**src/rtl/mem_arb_pkg.sv**
```systemverilog
// -----------------------------------------------------------------------------
// mem_arb_pkg
// Shared definitions for the two-requester memory arbiter: FSM state
// encoding, owner identifiers and the memory strobe width.
// -----------------------------------------------------------------------------
package mem_arb_pkg;

  localparam int MASK_LEN = 4;

  typedef enum logic [1:0] {
    IDLE = 2'd0,
    REQ  = 2'd1,
    WAIT = 2'd2,
    RESP = 2'd3
  } state_t;

  typedef enum logic {
    OWN_IFU = 1'b0,
    OWN_LSU = 1'b1
  } owner_t;

endpackage

```
**src/rtl/mem_arb_rr.sv**
```systemverilog
// -----------------------------------------------------------------------------
// mem_arb_rr
// Two-way round-robin picker. A lone requester always wins; on a tie the
// requester that was not served last wins. The last-served register resets to
// IFU, so LSU wins the first tie after reset.
//
// Ports
//   clk, rst_n     : clock, asynchronous active-low reset
//   i_ifu_valid    : IFU is requesting
//   i_lsu_valid    : LSU is requesting
//   i_accept       : the current grant is being taken this cycle
//   o_grant_valid  : at least one requester is present
//   o_grant_lsu    : winner (0 = IFU, 1 = LSU); meaningful with o_grant_valid
// -----------------------------------------------------------------------------
module mem_arb_rr
  import mem_arb_pkg::*;
(
  input  logic clk,
  input  logic rst_n,
  input  logic i_ifu_valid,
  input  logic i_lsu_valid,
  input  logic i_accept,
  output logic o_grant_valid,
  output logic o_grant_lsu
);

  owner_t r_last;
  owner_t w_grant;

  // NOTE: every signal written in always_comb gets a default first, so no
  // path leaves it unassigned and no latch is inferred.
  always_comb begin
    w_grant = OWN_IFU;
    if (i_ifu_valid && i_lsu_valid) begin
      w_grant = (r_last == OWN_IFU) ? OWN_LSU : OWN_IFU;
    end else if (i_lsu_valid) begin
      w_grant = OWN_LSU;
    end
  end

  assign o_grant_valid = i_ifu_valid | i_lsu_valid;
  assign o_grant_lsu   = (w_grant == OWN_LSU);

  // NOTE: sequential state uses non-blocking assignments so every flop samples
  // pre-edge values regardless of statement order.
  always_ff @(posedge clk or negedge rst_n) begin
    if (!rst_n) begin
      r_last <= OWN_IFU;
    end else if (i_accept) begin
      r_last <= w_grant;
    end
  end

endmodule

```
**src/rtl/mem_arbiter.sv**
```systemverilog
// -----------------------------------------------------------------------------
// mem_arbiter
// Shares one memory port between an instruction-fetch unit (IFU, read only)
// and a load/store unit (LSU). One transaction is in flight at a time:
//   IDLE -> REQ (drive memory request) -> WAIT (await completion pulse)
//        -> RESP (hand data to owner) -> IDLE
//
// Ports
//   clk, rst_n                       : clock, asynchronous active-low reset
//   ifu_req_valid/ready, ifu_addr    : IFU request handshake
//   ifu_rsp_valid/ready, ifu_rdata   : IFU response handshake
//   lsu_req_valid/ready, lsu_addr,
//   lsu_wdata, lsu_wmask             : LSU request (wmask 0 = read)
//   lsu_rsp_valid/ready, lsu_rdata   : LSU response handshake
//   mem_req_valid/ready, mem_addr,
//   mem_wdata, mem_wmask             : shared memory request
//   mem_rsp_valid, mem_rdata         : one-cycle memory completion pulse
// -----------------------------------------------------------------------------
module mem_arbiter
  import mem_arb_pkg::*;
#(
  parameter int DATA_LEN = 32,
  parameter int ADDR_LEN = 32
) (
  input  logic                clk,
  input  logic                rst_n,

  input  logic                ifu_req_valid,
  output logic                ifu_req_ready,
  input  logic [ADDR_LEN-1:0] ifu_addr,
  output logic                ifu_rsp_valid,
  input  logic                ifu_rsp_ready,
  output logic [DATA_LEN-1:0] ifu_rdata,

  input  logic                lsu_req_valid,
  output logic                lsu_req_ready,
  input  logic [ADDR_LEN-1:0] lsu_addr,
  input  logic [DATA_LEN-1:0] lsu_wdata,
  input  logic [MASK_LEN-1:0] lsu_wmask,
  output logic                lsu_rsp_valid,
  input  logic                lsu_rsp_ready,
  output logic [DATA_LEN-1:0] lsu_rdata,

  output logic                mem_req_valid,
  input  logic                mem_req_ready,
  output logic [ADDR_LEN-1:0] mem_addr,
  output logic [DATA_LEN-1:0] mem_wdata,
  output logic [MASK_LEN-1:0] mem_wmask,
  input  logic                mem_rsp_valid,
  input  logic [DATA_LEN-1:0] mem_rdata
);

  state_t              r_state;
  state_t              w_next;
  owner_t              r_owner;
  logic [ADDR_LEN-1:0] r_addr;
  logic [DATA_LEN-1:0] r_wdata;
  logic [MASK_LEN-1:0] r_wmask;
  logic [DATA_LEN-1:0] r_ifu_rdata;
  logic [DATA_LEN-1:0] r_lsu_rdata;

  logic   w_grant_valid;
  logic   w_grant_lsu;
  owner_t w_grant;
  logic   w_accept;
  logic   w_owner_rsp_ready;

  // Arbitration is only consulted in IDLE; outside IDLE the accept is gated
  // off so the last-served register does not move.
  mem_arb_rr u_rr (
    .clk           (clk),
    .rst_n         (rst_n),
    .i_ifu_valid   (ifu_req_valid),
    .i_lsu_valid   (lsu_req_valid),
    .i_accept      (w_accept),
    .o_grant_valid (w_grant_valid),
    .o_grant_lsu   (w_grant_lsu)
  );

  assign w_grant  = owner_t'(w_grant_lsu);
  assign w_accept = (r_state == IDLE) && w_grant_valid;

  assign w_owner_rsp_ready = (r_owner == OWN_IFU) ? ifu_rsp_ready : lsu_rsp_ready;

  // State register.
  always_ff @(posedge clk or negedge rst_n) begin
    if (!rst_n) begin
      r_state <= IDLE;
    end else begin
      r_state <= w_next;
    end
  end

  // Next state and handshake outputs. mem_rsp_valid is only looked at in WAIT,
  // so stray completion pulses in any other state fall on the floor.
  always_comb begin
    w_next        = r_state;
    ifu_req_ready = 1'b0;
    lsu_req_ready = 1'b0;
    mem_req_valid = 1'b0;
    ifu_rsp_valid = 1'b0;
    lsu_rsp_valid = 1'b0;
    case (r_state)
      IDLE: begin
        ifu_req_ready = w_grant_valid && (w_grant == OWN_IFU);
        lsu_req_ready = w_grant_valid && (w_grant == OWN_LSU);
        if (w_accept) w_next = REQ;
      end
      REQ: begin
        mem_req_valid = 1'b1;
        if (mem_req_ready) w_next = WAIT;
      end
      WAIT: begin
        if (mem_rsp_valid) w_next = RESP;
      end
      RESP: begin
        ifu_rsp_valid = (r_owner == OWN_IFU);
        lsu_rsp_valid = (r_owner == OWN_LSU);
        if (w_owner_rsp_ready) w_next = IDLE;
      end
      default: w_next = IDLE;
    endcase
  end

  // Payload and response registers. The request payload is captured at accept
  // so the requester may change or drop its inputs while the transaction runs.
  always_ff @(posedge clk or negedge rst_n) begin
    if (!rst_n) begin
      r_owner     <= OWN_IFU;
      r_addr      <= '0;
      r_wdata     <= '0;
      r_wmask     <= '0;
      r_ifu_rdata <= '0;
      r_lsu_rdata <= '0;
    end else begin
      if (w_accept) begin
        r_owner <= w_grant;
        if (w_grant == OWN_LSU) begin
          r_addr  <= lsu_addr;
          r_wdata <= lsu_wdata;
          r_wmask <= lsu_wmask;
        end else begin
          r_addr  <= ifu_addr;
          r_wdata <= '0;
          r_wmask <= '0;
        end
      end
      if ((r_state == WAIT) && mem_rsp_valid) begin
        if (r_owner == OWN_LSU) r_lsu_rdata <= mem_rdata;
        else                    r_ifu_rdata <= mem_rdata;
      end
    end
  end

  assign mem_addr  = r_addr;
  assign mem_wdata = r_wdata;
  assign mem_wmask = r_wmask;
  assign ifu_rdata = r_ifu_rdata;
  assign lsu_rdata = r_lsu_rdata;

endmodule

```
**config.mk**
```make
export PLATFORM = sky130hd
export DESIGN_NAME = mem_arbiter
export DESIGN_NICKNAME = d
export VERILOG_FILES = /design/src/rtl/mem_arb_pkg.sv /design/src/rtl/mem_arb_rr.sv /design/src/rtl/mem_arbiter.sv
export SDC_FILE = /design/constraint.sdc
export NUM_CORES = 1
export LEC_CHECK = 0
export ABC_CLOCK_PERIOD_IN_PS = 4450
export BUFFER_PORTS_ARGS = -buffer_cell sky130_fd_sc_hd__buf_2
export CAP_MARGIN = 20
export CORE_UTILIZATION = 49
export DETAILED_ROUTE_END_ITERATION = 10
export HOLD_SLACK_MARGIN = 0.08
export PLACE_DENSITY = 0.87
export SYNTH_ARGS = -nofsm -noshare
export SYNTH_HDL_FRONTEND = slang
export SYNTH_HIERARCHICAL = 1
export SYNTH_SLANG_ARGS = --single-unit
export TNS_END_PERCENT = 5
```
**constraint.sdc**
```tcl
create_clock -name clk -period 4.45 [get_ports clk]
set_clock_uncertainty 0.05 [all_clocks]
set_input_delay 0.2225 -clock clk [delete_from_list [all_inputs] [get_ports clk]]
set_output_delay 0.2225 -clock clk [all_outputs]
set_load 0.005 [all_outputs]
```
==> results.py <==
metrics = {
    "cts": {
        "cts_num_sinks": 136,
        "cts_setup_buffers": 0,
        "root_buffer": "clkbuf_8",
        "cts_buffers": 17,
        "cts.path.max_buffers": 2,
        "worst_skew_pair.late_latency_ps": 510,
        "cts.clk_slew.worst_paths_ps": 60,
        "cts_tree": "done",
        "cts_htree_levels": 4,
    },
    "timing": {
        "final.setup.tns_ps": 0,
        "clock.fmax_mhz": 323,
        "finalHoldViolCount": 0,
        "drv_slew": 0,
        "period_minus_slack_ps": 3100,
        "rsz0062_at_grt": "false",
        "slew_headroom_pct": 35.1,
        "finalCritPeriodShare_pct": 69.6,
        "tightest_slew_ps": 974,
        "setup_violations": 0,
    },
    "route": {
        "postRouteAntennaNets": 0,
        "via_count": 5474,
        "first_pass_iters": 5,
        "drc_errors": 0,
        "wl_per_cell_um": 18.9,
        "drt_iter0_markers": 458,
        "viasPerCell": 5.37,
        "drt_wl_total_mm": 19.3,
    },
    "critical_path": {
        "cp.required_ps": 4780,
        "crit_family": "buffers and inverters",
        "crit_arrival_ps": 3430,
        "crit_type": "reg -> reg",
        "max_stage_delay_ps": 710,
        "worstSetupStartpointType": "register",
        "critPathMaxFanout": 103,
        "cp_slowest_cell": "nand2_4",
        "crit_chain": "inv_1 -> ha_1 -> nand2_4 -> inv_2 -> nand3_1 -> dlygate4sd3_1 -> nand2_1",
        "endpoint_kind": "register",
        "r2r_slack_ps": 1350,
        "critPathBufInv": 3,
    },
    "power_and_ir_drop": {
        "leakage_nw": 4.73,
        "switching_share_pct": 33.9,
        "p_switching_mw": 1.96,
        "ir_worst_vdd_v": 0.000348,
        "p_clk_share_pct": 25.3,
        "p_seq_share_pct": 38.4,
        "intPower_mw": 3.83,
        "power_density_nw_per_um2": 644,
        "p_comb_share_pct": 36.3,
    },
    "synthesis": {
        "synthArstFlopShare_pct": 100,
        "syn_avg_cell_area_um2": 12.0,
        "synth.top_cells.by_count": "dfrtp_1 (136), nand2_1 (105), mux2_2 (65)",
        "synth_edf_count": 0,
        "synth_top_area_cell": "dfrtp_1",
        "synth.most_common_cell": "dfrtp_1",
        "synth_area_um2": 5520,
        "synth-seq-cells": 136,
        "synth_cell_types": 23,
        "ys.flop_type": "dfrtp_1",
        "synth_top_area_share_pct": 61.7,
        "yosys-top-cells-area": "dfrtp_1 (62%), mux2_2 (13%), nand2_1 (7.1%), mux2i_1 (6.2%), nand3_1 (3.4%)",
        "synth_warnings": 6,
        "synth_nets": 604,
        "synthCells": 459,
        "yosysSeqAreaShare_pct": 61.7,
    },
    "floorplanning": {
        "start_util_pct": 50.7,
        "ioPinCount": 277,
        "coreArea_um2": 10900,
        "die_y_um": 108,
        "die_area_um2": 11700,
        "num_rows": 38,
        "die_w_um": 108,
    },
    "outcome": {
        "outcome": "finished, final reports clean",
    },
    "worst_hold_path": {
        "hp-class": "in -> reg",
    },
    "grt": {
        "grt_pass1_vias": 5789,
        "overflow": 0,
        "grt_pass1_wl_mm": 29.1,
        "antenna_found_initial": 0,
        "grtUsageTotal_pct": 33.3,
        "grt_max_degree": 104,
    },
    "cells_and_area": {
        "final_area_um2": 8990,
        "nets": 1011,
        "fillers": 499,
        "area_growth_pct": 62.9,
        "antenna_cells": 0,
        "drive_gt1_share_pct": 43.2,
    },
    "placement": {
        "place_congestion": 0.780,
        "placed_area_um2": 7010,
        "dp_hpwl_mm": 10.1,
        "numPortBuffers": 276,
    },
    "run": {
        "cap_violations": 0,
    },
}
## path summary, 6_finish.rpt
| path | from | end | depth (start not counted) |
|---|---|---|---|
| setup / recovery | r_state[0]$_DFFE_PN0P_ | mem_wdata[23]$_DFFE_PN0P_ | 7 |
| hold / removal | mem_rsp_valid | r_state[0]$_DFFE_PN0P_ | 4 |
| setup reg to reg | r_state[0]$_DFFE_PN0P_ | mem_wdata[23]$_DFFE_PN0P_ | 7 |
| hold reg to reg | mem_wdata[24]$_DFFE_PN0P_ | mem_wdata[24]$_DFFE_PN0P_ | 2 |
| max in group asynchronous | rst_n | lsu_rdata[9]$_DFFE_PN0P_ | 3 |
| min in group asynchronous | rst_n | mem_addr[23]$_DFFE_PN0P_ | 2 |
## flip-flops by register name, indices dropped and copies added (netlist names)
signal	cells
ifu_rdata	32
lsu_rdata	32
mem_addr	32
mem_wdata	32
mem_wmask	4
r_state	2
r_owner	1
u_rr/r_last	1
## metrics by stage
step	power [mW]	cells	util [%]	setup slack [ps]	hold slack (ps)
final	5.79	1019	82.5	1350	171
after global routing	6.08	1019	82.5	1140	158
after CTS	5.64	1019	82.5	1470	124
after detailed placement	4.04	851	64.3	1920	316
after global placement	3.91	851	64.3	1980	290
after floorplan	3.10	459	-	2680	-123
## placed cells by master (no fill, tap or decap)
cell | synthesis | final
a21o_1 | 1 | 1
o21ai_0 | 32 | 32
and2_1 | 1 | 1
nor2b_1 | 3 | 3
ha_1 | 5 | 5
a2111oi_2 | 1 | 1
nand3b_1 | 1 | 1
nand2_1 | 105 | 104
clkbuf_8 | 0 | 3
clkinv_4 | 0 | 1
clkbuf_1 | 15 | 2
mux2i_1 | 34 | 34
nor2_1 | 2 | 2
clkbuf_16 | 0 | 16
nand3_1 | 37 | 37
dlygate4sd3_1 | 0 | 136
dfrtp_1 | 136 | 136
inv_2 | 1 | 1
bufinv_16 | 0 | 4
mux2_2 | 65 | 65
and3_1 | 1 | 1
a21boi_4 | 0 | 1
buf_6 | 0 | 1
or2_1 | 1 | 1
clkinvlp_4 | 0 | 3
inv_6 | 0 | 1
clkinv_2 | 0 | 2
mux2_4 | 1 | 1
nand2_4 | 0 | 1
buf_4 | 0 | 4
buf_2 | 10 | 275
inv_1 | 2 | 2
and2b_1 | 1 | 1
## worst reg2reg max path, cell delays in order (launching register included)
cell and delay [ps]:
dfrtp_1 390, inv_1 110, ha_1 270, nand2_4 710
inv_2 560, nand3_1 240, dlygate4sd3_1 570, nand2_1 60
## cells by family (layout without fill, tap and decap cells)
logic type,count (synthesis),in the layout,synth area share (%)
simple gates,152,152,11.6
flops,136,136,61.7
mux,100,100,19.7
compound gates,35,35,3.52
buf+inv,31,451,2.34
fa+ha+maj,5,5,1.13
## power groups by stage
stage                     sequential [mW]  clock, mW  combinational (mW)
after detailed placement             2.19          0                1.86
after CTS                            2.17       1.48                1.99
final                                2.22       1.46                2.10
after global placement               2.14          0                1.78
after floorplan                      2.21          0               0.888
after global routing                 2.27       1.53                2.28
## timing repair
| item | in CTS | in global routing |
|---|---|---|
| hold endpoints to repair | 225 | 0 |
| resized for setup | 0 | 0 |
| hold buffers | 136 | 0 |
## metal layers
layer / vias up / wire length [um] / GRT usage (%)
met4: 0 / 1150 / 22.9
met5: - / 0 / 0
met1: 2632 / 6810 / 35.8
met2: 378 / 9830 / 57.9
met3: 97 / 1470 / 7.96
li1: 2367 / - / -
## area by class of cell
class	count	area, um^2	area share (%)
multi-input combinational	292	2000	22.2
clock inverter	11	170	1.89
inverter	3	11.3	0.125
timing repair buffer	416	2780	30.9
sequential	136	3400	37.9
tap	140	175	1.95
clock buffer	21	449	5.00
(Power assumes the default switching activity.)
